File: config.mk
export PLATFORM = sky130hd
export DESIGN_NAME = wb_merge_buffer
export DESIGN_NICKNAME = d
export VERILOG_FILES = /design/src/rtl/wb_merge_buffer.sv
export SDC_FILE = /design/constraint.sdc
export NUM_CORES = 1
export LEC_CHECK = 0
export BUFFER_PORTS_ARGS = -buffer_cell sky130_fd_sc_hd__buf_2
export CORE_ASPECT_RATIO = 1.75
export CORE_MARGIN = 4
export CORE_UTILIZATION = 24
export CTS_CLUSTER_DIAMETER = 60
export CTS_CLUSTER_SIZE = 8
export DETAILED_ROUTE_END_ITERATION = 8
export HOLD_SLACK_MARGIN = 0.08
export PLACE_DENSITY = 0.49
export RECOVER_POWER = 25
export SLEW_MARGIN = 20
export SYNTH_ARGS = -nofsm -noshare
export SYNTH_HDL_FRONTEND = slang
export SYNTH_SLANG_ARGS = --single-unit
File: constraint.sdc
create_clock -name clk_i -period 19.2 [get_ports clk_i]
set_clock_uncertainty 0.1 [all_clocks]
set_input_delay 0.96 -clock clk_i [delete_from_list [all_inputs] [get_ports clk_i]]
set_output_delay 0.96 -clock clk_i [all_outputs]
set_load 0.05 [all_outputs]
File: src/rtl/wb_merge_buffer.sv
// Write-back merge buffer: per-source result FIFOs drained round-robin onto
// NR_WB_PORTS scoreboard write-back ports, with flush, empty and sticky overflow status.
module wb_merge_buffer #(
  parameter int unsigned NR_SRC        = 5,
  parameter int unsigned NR_WB_PORTS   = 2,
  parameter int unsigned DEPTH         = 2,
  parameter int unsigned XLEN          = 64,
  parameter int unsigned TRANS_ID_BITS = 3
) (
  input  logic                                   clk_i,
  input  logic                                   rst_i,
  input  logic                                   flush_i,
  input  logic [NR_SRC-1:0]                      src_valid_i,
  input  logic [NR_SRC*TRANS_ID_BITS-1:0]        src_trans_id_i,
  input  logic [NR_SRC*XLEN-1:0]                 src_result_i,
  input  logic [NR_SRC-1:0]                      src_ex_valid_i,
  output logic [NR_WB_PORTS-1:0]                 wb_valid_o,
  output logic [NR_WB_PORTS*TRANS_ID_BITS-1:0]   wb_trans_id_o,
  output logic [NR_WB_PORTS*XLEN-1:0]            wb_result_o,
  output logic [NR_WB_PORTS-1:0]                 wb_ex_valid_o,
  output logic                                   empty_o,
  output logic                                   overflow_o
);

  localparam int unsigned PTR_W = $clog2(DEPTH);
  localparam int unsigned CNT_W = PTR_W + 1;
  localparam int unsigned SRC_W = (NR_SRC > 1) ? $clog2(NR_SRC) : 1;
  localparam int unsigned ENT_W = TRANS_ID_BITS + XLEN + 1;

  // Handshake: neither side has a ready. A source result with src_valid_i=1 is
  // captured at the edge (or dropped if its FIFO is full and not draining), and a
  // port with wb_valid_o=1 is consumed by the scoreboard at that same edge.

  logic [ENT_W-1:0]     mem_q    [NR_SRC][DEPTH];
  logic [PTR_W-1:0]     rd_ptr_q [NR_SRC];
  logic [PTR_W-1:0]     wr_ptr_q [NR_SRC];
  logic [CNT_W-1:0]     cnt_q    [NR_SRC];
  logic [SRC_W-1:0]     rr_q;
  logic [SRC_W-1:0]     rr_d;
  logic                 overflow_q;

  logic [NR_SRC-1:0]      not_empty;
  logic [NR_SRC-1:0]      grant;
  logic [NR_SRC-1:0]      enq;
  logic [SRC_W-1:0]       port_sel [NR_WB_PORTS];
  logic [NR_WB_PORTS-1:0] port_vld;

  always_comb begin
    not_empty = '0;
    enq       = '0;
    for (int s = 0; s < int'(NR_SRC); s++) begin
      not_empty[s] = (cnt_q[s] != '0);
      // A full FIFO still accepts when its head leaves in the same cycle.
      enq[s] = src_valid_i[s] && ((cnt_q[s] != CNT_W'(DEPTH)) || grant[s]);
    end
  end

  always_comb begin
    int k;
    int idx;
    grant    = '0;
    port_vld = '0;
    rr_d     = rr_q;
    k        = 0;
    idx      = 0;
    for (int p = 0; p < int'(NR_WB_PORTS); p++) port_sel[p] = '0;
    for (int i = 0; i < int'(NR_SRC); i++) begin
      idx = (int'(rr_q) + i) % int'(NR_SRC);
      if (!flush_i && not_empty[idx] && (k < int'(NR_WB_PORTS))) begin
        grant[idx]  = 1'b1;
        port_sel[k] = SRC_W'(idx);
        port_vld[k] = 1'b1;
        rr_d        = SRC_W'((idx + 1) % int'(NR_SRC));
        k           = k + 1;
      end
    end
  end

  always_comb begin
    logic [ENT_W-1:0] head;
    wb_valid_o    = '0;
    wb_trans_id_o = '0;
    wb_result_o   = '0;
    wb_ex_valid_o = '0;
    head          = '0;
    for (int p = 0; p < int'(NR_WB_PORTS); p++) begin
      head = port_vld[p] ? mem_q[port_sel[p]][rd_ptr_q[port_sel[p]]] : '0;
      wb_valid_o[p]                                = port_vld[p];
      wb_trans_id_o[p*TRANS_ID_BITS +: TRANS_ID_BITS] = head[ENT_W-1 -: TRANS_ID_BITS];
      wb_result_o[p*XLEN +: XLEN]                  = head[XLEN:1];
      wb_ex_valid_o[p]                             = head[0];
    end
  end

  always_ff @(posedge clk_i) begin
    if (rst_i) begin
      for (int s = 0; s < int'(NR_SRC); s++) begin
        rd_ptr_q[s] <= '0;
        wr_ptr_q[s] <= '0;
        cnt_q[s]    <= '0;
      end
      rr_q       <= '0;
      overflow_q <= 1'b0;
    end else if (flush_i) begin
      for (int s = 0; s < int'(NR_SRC); s++) begin
        rd_ptr_q[s] <= '0;
        wr_ptr_q[s] <= '0;
        cnt_q[s]    <= '0;
      end
      rr_q <= '0;
    end else begin
      for (int s = 0; s < int'(NR_SRC); s++) begin
        if (enq[s])   wr_ptr_q[s] <= wr_ptr_q[s] + PTR_W'(1);
        if (grant[s]) rd_ptr_q[s] <= rd_ptr_q[s] + PTR_W'(1);
        cnt_q[s] <= cnt_q[s] + CNT_W'(enq[s]) - CNT_W'(grant[s]);
        if (src_valid_i[s] && !enq[s]) overflow_q <= 1'b1;
      end
      rr_q <= rr_d;
    end
  end

  // Storage needs no reset: counts gate every read.
  always_ff @(posedge clk_i) begin
    if (!rst_i && !flush_i) begin
      for (int s = 0; s < int'(NR_SRC); s++) begin
        if (enq[s]) begin
          mem_q[s][wr_ptr_q[s]] <= {src_trans_id_i[s*TRANS_ID_BITS +: TRANS_ID_BITS],
                                    src_result_i[s*XLEN +: XLEN],
                                    src_ex_valid_i[s]};
        end
      end
    end
  end

  assign empty_o    = ~|not_empty;
  assign overflow_o = overflow_q;

endmodule
==> flow_summary_export.csv <==
group,metric,value,unit
clock_tree,root_buffer,"clkbuf_16",
clock_tree,clk_path_buf_depth,3,
yosys,synth-edff-count,700,
timing,drv_slew,0,
cells_and_area,fin_nets,4865,
clock_tree,htreeDepth,3,
timing,finalCriticalPeriod,16.01,ns
yosys,synth_top_cell_by_area,"edfxtp_1",
worst_setup_path,critPathLaunchType,"register",
cells_and_area,final_cell_mix,"1198 x nand2_1, 700 x edfxtp_1, 380 x buf_2, 314 x nand3_1, 221 x nor2_1",
timing,fin_tns_setup,0,ns
yosys,ys_warn_count,0,
floorplanning,rows,196,
worst_setup_path,critPathMaxStageDelay,0.71,ns
grt,grt_use_total,19.6,%
route,drt_iter0_markers,2413,
timing,setup_violations,0,
cells_and_area,final_common_cell,"nand2_1",
worst_setup_path,crit_slowest_cell,"a211oi_2",
cells_and_area,fill_cells,17264,
worst_setup_path,path_common_cell,"ha_1",
clock_tree,cts_setup_buffers,0,
timing,rsz0062_at_grt,"false",
worst_setup_path,reg2reg_depth,62,
clock_tree,path_clk_slew,0.05,ns
grt,grt_antenna_before_repair,89,
clock_tree,cts_resized,0,
clock_tree,cts_made_buffers,102,
yosys,syn_area_per_cell,9.68,sq um
yosys,synth_top_cell_area_share,53.1,%
cells_and_area,final_cell_area,47200,sq um
worst_setup_path,crit_path_end_kind,"register",
timing,maxSlewHeadroom,25.7,%
grt,grt_pass1_wl,246000,um
route,routed_wl,175000,um
worst_setup_path,critPathMaxFanout,44,
floorplanning,ios,488,
worst_setup_path,timing.rr.end,"rr_q[2]$_SDFFE_PN0P_",
worst_hold_path,min_to,"mem_q[4][107]$_DFFE_PP_",
floorplanning,die-area,172000,sq um
worst_hold_path,hold_class,"input port to register",
grt,grt_max_degree,169,
cells_and_area,drive_gt1_share,16.5,%
route,drc,0,
yosys,synthCells,4088,
timing,period_share,83.4,%
cells_and_area,syn2layout_area_growth,19.2,%
place,hpwlAfterDp,118000,um
floorplanning,die_h,545,um
cells_and_area,layoutNonFillerInstCount,6696,
clock_tree,hold_buffers,0,
route,drt-vias-per-instance,5.20,
worst_setup_path,critical_path_required,19.69,ns
yosys,async_flop_share,0,%
route,ant_nets,0,
worst_setup_path,worst_r2r_startpoint,"rr_q[0]$_SDFFE_PN0P_",
worst_setup_path,worstPathArrival,16.50,ns
worst_setup_path,reg2reg_slack,3.19,ns
route,num_vias,34836,
place,globalplace.congestion,0.938,
place,placed_area,44400,sq um
clock_tree,clk_latency,0.69,ns
floorplanning,dieWidth,315,um
floorplanning,initial_core_util,24.2,%
worst_hold_path,whs_path_depth,1,
floorplanning,placeableCoreArea,164000,sq um
run_status,outcome,"completed",
route,wire_per_inst,26.1,um
run,drv_cap,0,
route,dr.pass1.iters,6,
worst_hold_path,hold_path.startpoint,"src_result_i[294]",
place,dp_cells,6535,
yosys,ys_seq_elements,704,
grt,grt-ovfl-total,0,
clock_tree,cts_tree,"built",
worst_setup_path,path_class,"register to register",
grt,grt_pass1_vias,35333,
yosys,synth_top_flop_cell,"edfxtp_1",
timing,fin_hold_ws,0.332,ns
place,portBuffers,487,
timing,tightest_slew,1.11,ns
clock_tree,clock_sinks,704,
timing,fmax,0.0625,GHz
yosys,synth.distinct_cells,123,
yosys,seq_area_frac_synth,53.3,%
yosys,synthTopCellsByArea,"edfxtp_1 53%, nand2_1 11%, nand3_1 4.0%",
yosys,netlist_area,39600,sq um
timing,finalHoldViolCount,0,
registers in the layout, indices dropped and copies added, names as in the netlist:
signal / count
cnt_q: 10
mem_q: 680
overflow_o: 1
rd_ptr_q: 5
rr_q: 3
wr_ptr_q: 5
cell usage after synthesis (all sizes together), types with 54 or more instances:
cell,n
a31oi,157
mux2,72
nand2,1201
clkbuf,262
and3,152
a311oi,142
o21ai,62
nand3,318
ha,54
a211oi,154
edfxtp,700
inv,58
nor2,229
kinds of logic after synthesis:
group           after synthesis  share of synthesized area [%]
fa+ha+maj                    58                           1.86
xor+xnor                     42                          0.977
other cells                   1                        0.00947
buf+inv                     362                           3.61
mux                          93                           2.69
compound gates              741                           14.3
simple gates               2087                           23.3
flops                       704                           53.3
final cells by class:
class	count	area (sq um)	area share (%)
repair buffers	561	2950	6.24
diodes	40	100	0.212
well taps	2178	2730	5.78
multi-input cells	3031	17300	36.6
inverters	61	229	0.485
flip-flops and latches	704	21100	44.7
clock buffers	104	2560	5.43
clock inverters	17	265	0.562
stage by stage:
stage | utilization, % | setup slack [ns]
6_report | 28.8 | 3.19
5_1_grt | 28.8 | 1.88
4_1_cts | 28.9 | 3.35
3_5_place_dp | 27.1 | 3.41
3_3_place_gp | 27.1 | 3.45
2_1_floorplan | - | 5.40
routing by layer:
layer / track usage [%] / wire, um / vias up / part of all wire (%)
li1: - / - / 15792 / -
met1: 21.7 / 66100 / 17150 / 38
met2: 34.7 / 86800 / 1375 / 50
met3: 5.24 / 12700 / 467 / 7.2
met4: 9.00 / 8930 / 52 / 5.1
met5: 0 / 354 / - / 0.20
critical path, delay by kind of cell, from the launching register on:
family	cells	cell delay [ns]
buffers and inverters	10	2.08
AND/OR/NAND/NOR	18	3.98
multiplexers	2	0.38
flip-flops	1	0.30
adder cells (fa/ha/maj)	9	2.69
AO/OA/AOI/OAI	20	5.76
XOR/XNOR	3	0.58
worst max-delay path by stage:
stage	to	from
3_5_place_dp	rr_q[2]$_SDFFE_PN0P_	rr_q[0]$_SDFFE_PN0P_
5_1_grt	rr_q[2]$_SDFFE_PN0P_	rr_q[0]$_SDFFE_PN0P_
4_1_cts	rr_q[2]$_SDFFE_PN0P_	rr_q[0]$_SDFFE_PN0P_
6_report	rr_q[2]$_SDFFE_PN0P_	rr_q[0]$_SDFFE_PN0P_
3_3_place_gp	rr_q[2]$_SDFFE_PN0P_	rr_q[0]$_SDFFE_PN0P_
2_1_floorplan	rr_q[2]$_SDFFE_PN0P_	rr_q[0]$_SDFFE_PN0P_
Power is not shown: default switching activity piles up to over one toggle a cycle in this logic, so the estimate is an artifact.
